==> src/rtl/addsub_pipe_pkg.sv <==
`default_nettype none
// ============================================================================
// Module   : addsub_pipe_pkg
// Purpose  : Shared definitions for the pipelined adder/subtractor:
//            operation encodings, default geometry and small op decoders.
// Ports    : none (package)
// Revision : 1.0 - initial release
// ============================================================================
package addsub_pipe_pkg;

  typedef enum logic [1:0] {
    OP_ADD    = 2'b00,
    OP_SUB    = 2'b01,
    OP_ADDSAT = 2'b10,
    OP_SUBSAT = 2'b11
  } op_e;

  localparam int c_DEF_WIDTH = 32;
  localparam int c_DEF_CHUNK = 8;

  // Bit 0 of the encoding selects subtraction (invert b, carry-in of 1).
  function automatic logic op_is_sub(input op_e op);
    logic [1:0] v;
    v = op;
    return v[0];
  endfunction

  // Bit 1 of the encoding selects signed saturation of the result.
  function automatic logic op_is_sat(input op_e op);
    logic [1:0] v;
    v = op;
    return v[1];
  endfunction

endpackage
`default_nettype wire

==> src/rtl/addsub_pipe_if.sv <==
`default_nettype none
// ============================================================================
// Module   : addsub_pipe_if
// Purpose  : Operand/result handshake bundle for addsub_pipe.
// Signals  : in_valid/in_ready, a, b, op        - operand beat
//            out_valid/out_ready, sum, carry,
//            overflow, zero                       - result beat
// Modports : master - producer/consumer side, slave - arithmetic block
// Revision : 1.0 - initial release
// ============================================================================
interface addsub_pipe_if
  import addsub_pipe_pkg::*;
#(
  parameter int WIDTH = c_DEF_WIDTH
);

  logic             in_valid;
  logic             in_ready;
  logic [WIDTH-1:0] a;
  logic [WIDTH-1:0] b;
  op_e              op;
  logic             out_valid;
  logic             out_ready;
  logic [WIDTH-1:0] sum;
  logic             carry;
  logic             overflow;
  logic             zero;

  modport master (
    output in_valid, a, b, op, out_ready,
    input  in_ready, out_valid, sum, carry, overflow, zero
  );

  modport slave (
    input  in_valid, a, b, op, out_ready,
    output in_ready, out_valid, sum, carry, overflow, zero
  );

endinterface
`default_nettype wire

==> src/rtl/addsub_pipe_stage.sv <==
`default_nettype none
// ============================================================================
// Module   : addsub_stage
// Purpose  : One pipeline slot. Adds slice STAGE_IDX of a + b' + carry-in,
//            merges it into the partial result and registers the whole beat
//            (operands, partial result, carry-out, op) behind a valid/ready
//            skid-free handshake.
// Ports    : clk, reset              - clock, async active-high reset
//            i_valid/o_ready         - upstream handshake
//            i_a, i_bp, i_res, i_cin,
//            i_op                    - incoming beat payload
//            o_valid/i_ready         - downstream handshake
//            o_a, o_bp, o_res,
//            o_carry, o_op           - registered beat payload
// Revision : 1.0 - initial release
// ============================================================================
module addsub_stage
  import addsub_pipe_pkg::*;
#(
  parameter int STAGE_IDX = 0,
  parameter int WIDTH     = c_DEF_WIDTH,
  parameter int CHUNK     = c_DEF_CHUNK
) (
  input  wire logic             clk,
  input  wire logic             reset,
  input  wire logic             i_valid,
  output logic                  o_ready,
  input  wire logic [WIDTH-1:0] i_a,
  input  wire logic [WIDTH-1:0] i_bp,
  input  wire logic [WIDTH-1:0] i_res,
  input  wire logic             i_cin,
  input  op_e                   i_op,
  output logic                  o_valid,
  input  wire logic             i_ready,
  output logic [WIDTH-1:0]      o_a,
  output logic [WIDTH-1:0]      o_bp,
  output logic [WIDTH-1:0]      o_res,
  output logic                  o_carry,
  output op_e                   o_op
);

  localparam int c_LO = STAGE_IDX * CHUNK;

  logic [CHUNK:0]   w_slice;
  logic [WIDTH-1:0] w_res;

  logic             r_valid;
  logic [WIDTH-1:0] r_a;
  logic [WIDTH-1:0] r_bp;
  logic [WIDTH-1:0] r_res;
  logic             r_carry;
  op_e              r_op;

  // CHUNK+1 bit sum so the slice carry-out falls out of the top bit.
  assign w_slice = {1'b0, i_a[c_LO +: CHUNK]}
                 + {1'b0, i_bp[c_LO +: CHUNK]}
                 + {{CHUNK{1'b0}}, i_cin};

  always_comb begin
    w_res                  = i_res;
    w_res[c_LO +: CHUNK]   = w_slice[CHUNK-1:0];
  end

  // An empty slot, or one whose content leaves this cycle, can take a beat.
  // This is what lets bubbles collapse while the output is stalled.
  assign o_ready = !r_valid || i_ready;

  always_ff @(posedge clk or posedge reset) begin
    if (reset) begin
      r_valid <= 1'b0;
      r_a     <= '0;
      r_bp    <= '0;
      r_res   <= '0;
      r_carry <= 1'b0;
      r_op    <= OP_ADD;
    end else if (o_ready) begin
      r_valid <= i_valid;
      if (i_valid) begin
        r_a     <= i_a;
        r_bp    <= i_bp;
        r_res   <= w_res;
        r_carry <= w_slice[CHUNK];
        r_op    <= i_op;
      end
    end
  end

  assign o_valid = r_valid;
  assign o_a     = r_a;
  assign o_bp    = r_bp;
  assign o_res   = r_res;
  assign o_carry = r_carry;
  assign o_op    = r_op;

endmodule
`default_nettype wire

==> src/rtl/addsub_pipe.sv <==
`default_nettype none
// ============================================================================
// Module   : addsub_pipe
// Purpose  : Pipelined WIDTH-bit adder/subtractor, one CHUNK-bit slice per
//            stage with the carry registered between stages. Supports plain
//            and signed-saturating add/sub with carry, overflow and zero
//            flags. Throughput one beat per cycle, latency WIDTH/CHUNK.
// Ports    : clk    - rising-edge clock
//            reset  - asynchronous active-high reset
//            bus    - addsub_pipe_if.slave (operand and result handshakes)
// Revision : 1.0 - initial release
// ============================================================================
module addsub_pipe
  import addsub_pipe_pkg::*;
#(
  parameter int WIDTH = c_DEF_WIDTH,
  parameter int CHUNK = c_DEF_CHUNK
) (
  input wire logic      clk,
  input wire logic      reset,
  addsub_pipe_if.slave  bus
);

  localparam int c_STAGES = WIDTH / CHUNK;

  // Index 0 is the prepared input beat, index k+1 is the output of stage k.
  logic             w_valid [0:c_STAGES];
  logic             w_ready [0:c_STAGES];
  logic             w_cy    [0:c_STAGES];
  logic [WIDTH-1:0] w_a     [0:c_STAGES];
  logic [WIDTH-1:0] w_bp    [0:c_STAGES];
  logic [WIDTH-1:0] w_res   [0:c_STAGES];
  op_e              w_op    [0:c_STAGES];

  logic [WIDTH-1:0] w_raw;
  logic [WIDTH-1:0] w_sat;
  logic [WIDTH-1:0] w_sum;
  logic             w_a_msb;
  logic             w_bp_msb;
  logic             w_ovf;
  logic             w_unused;

  // Operand preparation: subtraction is a + ~b + 1.
  assign w_valid[0] = bus.in_valid;
  assign w_a[0]     = bus.a;
  assign w_bp[0]    = op_is_sub(bus.op) ? ~bus.b : bus.b;
  assign w_cy[0]    = op_is_sub(bus.op);
  assign w_res[0]   = '0;
  assign w_op[0]    = bus.op;
  assign bus.in_ready = w_ready[0];

  assign w_ready[c_STAGES] = bus.out_ready;

  generate
    for (genvar k = 0; k < c_STAGES; k++) begin : g_stage
      addsub_stage #(
        .STAGE_IDX (k),
        .WIDTH     (WIDTH),
        .CHUNK     (CHUNK)
      ) u_stage (
        .clk     (clk),
        .reset   (reset),
        .i_valid (w_valid[k]),
        .o_ready (w_ready[k]),
        .i_a     (w_a[k]),
        .i_bp    (w_bp[k]),
        .i_res   (w_res[k]),
        .i_cin   (w_cy[k]),
        .i_op    (w_op[k]),
        .o_valid (w_valid[k+1]),
        .i_ready (w_ready[k+1]),
        .o_a     (w_a[k+1]),
        .o_bp    (w_bp[k+1]),
        .o_res   (w_res[k+1]),
        .o_carry (w_cy[k+1]),
        .o_op    (w_op[k+1])
      );
    end
  endgenerate

  // Final flags and saturation, all from registered last-stage state.
  assign w_raw    = w_res[c_STAGES];
  assign w_a_msb  = w_a[c_STAGES][WIDTH-1];
  assign w_bp_msb = w_bp[c_STAGES][WIDTH-1];
  assign w_ovf    = (w_a_msb == w_bp_msb) && (w_raw[WIDTH-1] != w_a_msb);
  assign w_sat    = w_a_msb ? {1'b1, {(WIDTH-1){1'b0}}}
                            : {1'b0, {(WIDTH-1){1'b1}}};
  assign w_sum    = (op_is_sat(w_op[c_STAGES]) && w_ovf) ? w_sat : w_raw;

  // Result and flags are forced to zero when no beat is presented, so the
  // post-reset output state is all zeros (including the zero flag).
  assign bus.out_valid = w_valid[c_STAGES];
  assign bus.sum       = w_valid[c_STAGES] ? w_sum : '0;
  assign bus.carry     = w_valid[c_STAGES] & w_cy[c_STAGES];
  assign bus.overflow  = w_valid[c_STAGES] & w_ovf;
  assign bus.zero      = w_valid[c_STAGES] & (w_sum == '0);

  // Only the sign bits of the carried operands matter at the output.
  assign w_unused = ^{w_a[c_STAGES][WIDTH-2:0], w_bp[c_STAGES][WIDTH-2:0]};

endmodule
`default_nettype wire

==> src/flat_wrapper.sv <==
// flat-port wrapper written by rule: the top's interface ports become plain ports
module addsub_pipe_flat import addsub_pipe_pkg::*;
#(
  parameter int WIDTH = c_DEF_WIDTH,
  parameter int CHUNK = c_DEF_CHUNK
)
  (clk, reset, bus_in_valid, bus_a, bus_b, bus_op, bus_out_ready, bus_in_ready, bus_out_valid, bus_sum, bus_carry, bus_overflow, bus_zero);
  addsub_pipe_if #(.WIDTH(WIDTH)) bus_i ();
  input wire logic clk;
  input wire logic reset;
  input wire logic [$bits(bus_i.in_valid)-1:0] bus_in_valid;
  input wire logic [$bits(bus_i.a)-1:0] bus_a;
  input wire logic [$bits(bus_i.b)-1:0] bus_b;
  input wire logic [$bits(bus_i.op)-1:0] bus_op;
  input wire logic [$bits(bus_i.out_ready)-1:0] bus_out_ready;
  output wire logic [$bits(bus_i.in_ready)-1:0] bus_in_ready;
  output wire logic [$bits(bus_i.out_valid)-1:0] bus_out_valid;
  output wire logic [$bits(bus_i.sum)-1:0] bus_sum;
  output wire logic [$bits(bus_i.carry)-1:0] bus_carry;
  output wire logic [$bits(bus_i.overflow)-1:0] bus_overflow;
  output wire logic [$bits(bus_i.zero)-1:0] bus_zero;
  assign bus_i.in_valid = bus_in_valid;
  assign bus_i.a = bus_a;
  assign bus_i.b = bus_b;
  assign bus_i.op = bus_op;
  assign bus_i.out_ready = bus_out_ready;
  assign bus_in_ready = bus_i.in_ready;
  assign bus_out_valid = bus_i.out_valid;
  assign bus_sum = bus_i.sum;
  assign bus_carry = bus_i.carry;
  assign bus_overflow = bus_i.overflow;
  assign bus_zero = bus_i.zero;
  addsub_pipe #(.WIDTH(WIDTH), .CHUNK(CHUNK)) u_core (.clk(clk), .reset(reset), .bus(bus_i));
endmodule
==> config.mk <==
export PLATFORM = sky130hd
export DESIGN_NAME = addsub_pipe_flat
export DESIGN_NICKNAME = d
export VERILOG_FILES = /design/src/rtl/addsub_pipe_pkg.sv /design/src/rtl/addsub_pipe_if.sv /design/src/rtl/addsub_pipe_stage.sv /design/src/rtl/addsub_pipe.sv /design/src/flat_wrapper.sv
export SDC_FILE = /design/constraint.sdc
export NUM_CORES = 1
export LEC_CHECK = 0
export CORE_MARGIN = 2
export CORE_UTILIZATION = 25
export DETAILED_ROUTE_END_ITERATION = 10
export PLACE_DENSITY_LB_ADDON = 0.05
export SYNTH_ARGS = -nofsm -noshare
export SYNTH_HDL_FRONTEND = slang
export SYNTH_HIERARCHICAL = 1
export SYNTH_SLANG_ARGS = --single-unit
==> constraint.sdc <==
create_clock -name clk -period 4.3 [get_ports clk]
set_input_delay 0.645 -clock clk [delete_from_list [all_inputs] [get_ports clk]]
set_output_delay 0.645 -clock clk [all_outputs]
set_load 0.05 [all_outputs]
# After elaboration in Yosys (flattened, before gate mapping)
# Index checks and enable logic that the tools add are counted.
classes:
  mux: 4
  reduce_logical: 15
  n_eq_ne: 2
  n_addsub: 8
  n_bitwise: 4
op_table:
  columns: ["operator", "count"]
  rows:
  - ["$mux W32", 4]
  - ["$add A8 B8 Y9", 4]
  - ["$add A9 B1 Y9", 4]
  - ["$logic_not A32 Y1", 1]
  - ["$not A32 Y32", 1]
  - ["$reduce_and A2 Y1", 4]
  - ["$logic_not A1 Y1", 4]
  - ["$logic_or A1 B1 Y1", 4]
  - ["$and A1 B1 Y1", 3]
  - ["$logic_and A1 B1 Y1", 2]
  - ["$eq A1 B1 Y1", 1]
  - ["$ne A1 B1 Y1", 1]
word_totals:
  regBits: 352
  output_inout_bits: 37
  input_bits: 70
  word_cells: 57

# Logic depth before layout (Yosys ltp)
depth:
  depth_word: 6
  mapped_depth: 10
  depth_no_buf: 7

# Hierarchy
# The synthesis kept the hierarchy.
modules_own_cells:
  columns: ["module", "instances", "seq_area_each_um2", "cells_per_inst", "area_per_inst_um2"]
  rows:
  - ["addsub_stage at u_core.g_stage[1].u_stage ...", 2, 2502.4, 459, 4095.2]
  - ["addsub_stage at u_core.g_stage[3].u_stage", 1, 2502.4, 461, 4126.5]
  - ["addsub_stage at u_core.g_stage[0].u_stage", 1, 2502.4, 460, 4103.9]
  - ["addsub_pipe", 1, 0.0, 169, 1153.6]

# Least setup slack after synthesis
# No wires, ideal clock.
synth_path:
  kind: "register to output"
  startpoint: "register u_core.g_stage[3].u_stage.r_valid"
  endpoint: "output bus_zero"
  setup_slack_ns: 1.428
  required_time_ns: 3.655
  stages_incl_launch_ff: 4
  n_path_buf: 0
  arrival_time_ns: 2.227
  cell_sequence: "dfrtp_1 -> nor4b_2 -> nand4_1 -> a2111oi_2"
synth_between:
  elab_chain_len: 1
synth_lines:
  columns: ["element", "line", "source"]
  rows:
  - ["start, declared", "addsub_pipe_stage.sv:47", "logic r_valid;"]
  - ["start signal, assigned", "addsub_pipe_stage.sv:77", "r_valid <= i_valid;"]
  - ["$and A1 B1 Y1", "addsub_pipe.sv:96", "assign bus.zero = w_valid[c_STAGES] & (w_sum == '0);"]
  - ["end, declared", "flat_wrapper.sv:21", "output wire logic [$bits(bus_i.zero)-1:0] bus_zero;"]
# Every way passes these cells.

# Worst setup path after layout
layout_path:
  startpoint: "register u_core.g_stage[3].u_stage.r_res[28]"
  endpoint: "output bus_zero"
layout_between:
  elab_chain_len: 3
layout_lines:
  columns: ["element", "line", "source"]
  rows:
  - ["start, declared", "addsub_pipe_stage.sv:50", "logic [WIDTH-1:0] r_res;"]
  - ["start signal, assigned", "addsub_pipe_stage.sv:81", "r_res <= w_res;"]
  - ["$mux W32", "addsub_pipe.sv:88", "assign w_sum = (op_is_sat(w_op[c_STAGES]) && w_ovf) ? w_sat : w_raw;"]
  - ["$logic_not A32 Y1", "addsub_pipe.sv:96", null]
  - ["$and A1 B1 Y1", "addsub_pipe.sv:96", null]
# Every way passes these cells.

==> key figures <==
STA
  • Fin crit share: 79.0%
  • Final Hold Viols: 0
  • Peak Freq: 294 MHz
  • # setup viols final: 0
  • Worst Slack Setup Final: 0.903 ns
  • Slew Viols, Final: 0
  • Clock Skew: 0.0127 ns
  • Slew @ Worst Pin: 0.820 ns
  • Final min period: 3.40 ns
  • Slew margin rel.: 45.2%
  • Final TNS setup: 0 ns
  • RSZ-0062 raised after global routing: false

Finish
  • Fin nets: 1,310
  • Most frequent cells in the layout: nand2_1, dfrtp_1, clkdlybuf4s50_1
  • Area growth from synthesis to layout: 20.6%
  • Share of layout cells above drive strength 1: 6.41%
  • Cell Count, Final, Fillers Out: 1,734
  • Fin util: 30.6%
  • Seq. cell area: 4750 sq um
  • Footprint of the multi-input gates: 4570 sq um
  • Most common cell after layout, fill and taps aside: nand2_1
  • FILL cells: 4,247
  • Number of diodes: 0

CTS
  • Clock Tree Root: clkbuf_16
  • Clock sinks: 190
  • Post-CTS Hold Fix Bufs: 0
  • Post-CTS setup buffers: 0
  • H-tree levels: 4
  • Clk Latency, worst-skew pair: 0.44 ns
  • TritonCTS clock tree: built
  • Post-CTS Resized: 0
  • Clock Tree Buf Depth: 2
  • Clock slew at reported path FFs: 0.07 ns
  • Cts bufs inserted: 17

Power and ir drop
  • P_leak: 5.77 nW
  • Pwr per Cell Area: 628 nW/um^2
  • VDD IR-drop max: 288 uV

Drt
  • M1 WL: 13.8 mm
  • Vias per inst: 4.28
  • Highest metal used: met4
  • Routed WL per cell: 15.1 microns
  • Post-Route WL: 26.2 mm
  • Detailed-router iteration count before antenna repair: 4
  • Metal3 WL: 682 microns
  • 1st-iter DRT viols: 368
  • Via count: 7,422
  • DRC violations left: 0
  • Routed wl met2: 11.4 mm
  • Routed Antenna Nets: 0

Critical path
  • Crit path buf inv count: 1
  • Worst path depth: 4
  • Setup crit start kind: register
  • Req. time, crit path: 3.65 ns
  • R2r worst-path depth: 6
  • Critical Path End Type: output pin
  • Worst endpoint data arrival time: 2.75 ns
  • CP cell instances: nor4_1, nand4_1, a2111oi_2, clkdlybuf4s50_1
  • CP startpoint: u_core/g_stage[3].u_stage/o_res[28]$_DFFE_PP0P_
  • WS Path Type: reg -> out
  • R2R Path End: u_core/g_stage[3].u_stage/o_res[30]$_DFFE_PP0P_
  • CP max stage cell: clkdlybuf4s50_1
  • CP Max Fanout: 4
  • Critical Path End: bus_zero
  • Cell family with most CP delay: buffers and inverters
  • R2R setup slack: 1.94 ns
  • FF-to-FF Start: u_core/g_stage[2].u_stage/o_a[24]$_DFFE_PP0P_
  • Worst path max stage delay: 0.87 ns

Placed design
  • Worst slack at placement: 1.03 ns
  • Cell count after placement: 1,703
  • I/O Buffers: 106
  • Detail Placement HPWL: 18.9 mm
  • Gp weighted congestion: 0.739

Floorplanning
  • Ports: 107
  • Total core area: 38,700 sq um
  • Num rows: 72
  • Die Width: 202 microns
  • DIE HEIGHT: 202 microns
  • Initial core utilization: 25.3%
  • Die area: 40,900 sq um

GRT
  • GRT Resource Usage Total: 13.4%
  • First-pass GRT wire length: 43.5 mm
  • Initial antenna violation count: 0
  • Final global-route overflow total: 0
  • Largest net degree at the start of global routing: 44
  • Vias in the first global route: 7,648

Synthesis
  • Syn. warnings: 6
  • Syn Nets: 1,245
  • Avg Synthesized Cell Area: 8.62 sq um
  • Cell Area, Synth: 9820 sq um
  • Mapped Cells: 1,139

Status
  • Outcome: finished clean

Hold path
  • Hold Path Class: reg -> reg

Job
  • Max_cap viols: 0
==> area by class of cell <==
class | instances | area share (%)
tap | 518 | 5.47
clock buffer | 19 | 3.74
sequential | 190 | 40.2
clock inverter | 12 | 1.15
timing repair buffer | 123 | 10.2
inverter | 22 | 0.697
multi-input combinational | 850 | 38.6
==> state kept, by name, indices dropped and copies added, names as in the netlist <==
register and count:
u_core/g_stage.u_stage/o_a 49, u_core/g_stage.u_stage/o_bp 49, u_core/g_stage.u_stage/o_carry 4, u_core/g_stage.u_stage/o_op 4, u_core/g_stage.u_stage/o_res 80, u_core/g_stage.u_stage/o_valid 4
==> worst min-delay path: stages (launching register included) <==
cell     delay (ns)
dfrtp_1        0.34
nand2_1        0.05
nand2_1        0.05
==> worst min path at each step <==
| stage | from | to | depth (start not counted) |
|---|---|---|---|
| after floorplan | u_core/g_stage[0].u_stage/o_res[6]$_DFFE_PP0P_ | u_core/g_stage[1].u_stage/o_res[6]$_DFFE_PP0P_ | 2 |
| after global placement | u_core/g_stage[0].u_stage/o_res[6]$_DFFE_PP0P_ | u_core/g_stage[1].u_stage/o_res[6]$_DFFE_PP0P_ | 2 |
| after detailed placement | u_core/g_stage[1].u_stage/o_a[28]$_DFFE_PP0P_ | u_core/g_stage[2].u_stage/o_a[28]$_DFFE_PP0P_ | 2 |
| after CTS | u_core/g_stage[1].u_stage/o_a[28]$_DFFE_PP0P_ | u_core/g_stage[2].u_stage/o_a[28]$_DFFE_PP0P_ | 2 |
| after global routing | u_core/g_stage[1].u_stage/o_res[2]$_DFFE_PP0P_ | u_core/g_stage[2].u_stage/o_res[2]$_DFFE_PP0P_ | 2 |
| final | u_core/g_stage[1].u_stage/o_a[28]$_DFFE_PP0P_ | u_core/g_stage[2].u_stage/o_a[28]$_DFFE_PP0P_ | 2 |
==> through the flow <==
step | hold WS [ns] | total power [W] | area [sq um]
4_1_cts | 0.468 | 0.00758 | 11800
2_1_floorplan | 0.430 | 0.00491 | 9820
3_5_place_dp | 0.452 | 0.00592 | 11300
3_3_place_gp | 0.448 | 0.00591 | 11300
5_1_grt | 0.495 | 0.00800 | 11800
6_report | 0.465 | 0.00744 | 11800
==> per-layer routing <==
| metal | global-route usage, % | vias to the layer above |
|---|---|---|
| met5 | 0 | - |
| met4 | 3.60 | 0 |
| met3 | 2.18 | 19 |
| met2 | 20.5 | 100 |
| met1 | 19.5 | 3490 |
| li1 | - | 3813 |
==> power by group <==
group          switching (W)  internal [W]  total, W  leakage [nW]
clock               0.000728      0.000877   0.00160         0.282
combinational        0.00190       0.00116   0.00306          3.13
sequential          0.000460       0.00231   0.00277          2.36
(Power assumes the default switching activity.)
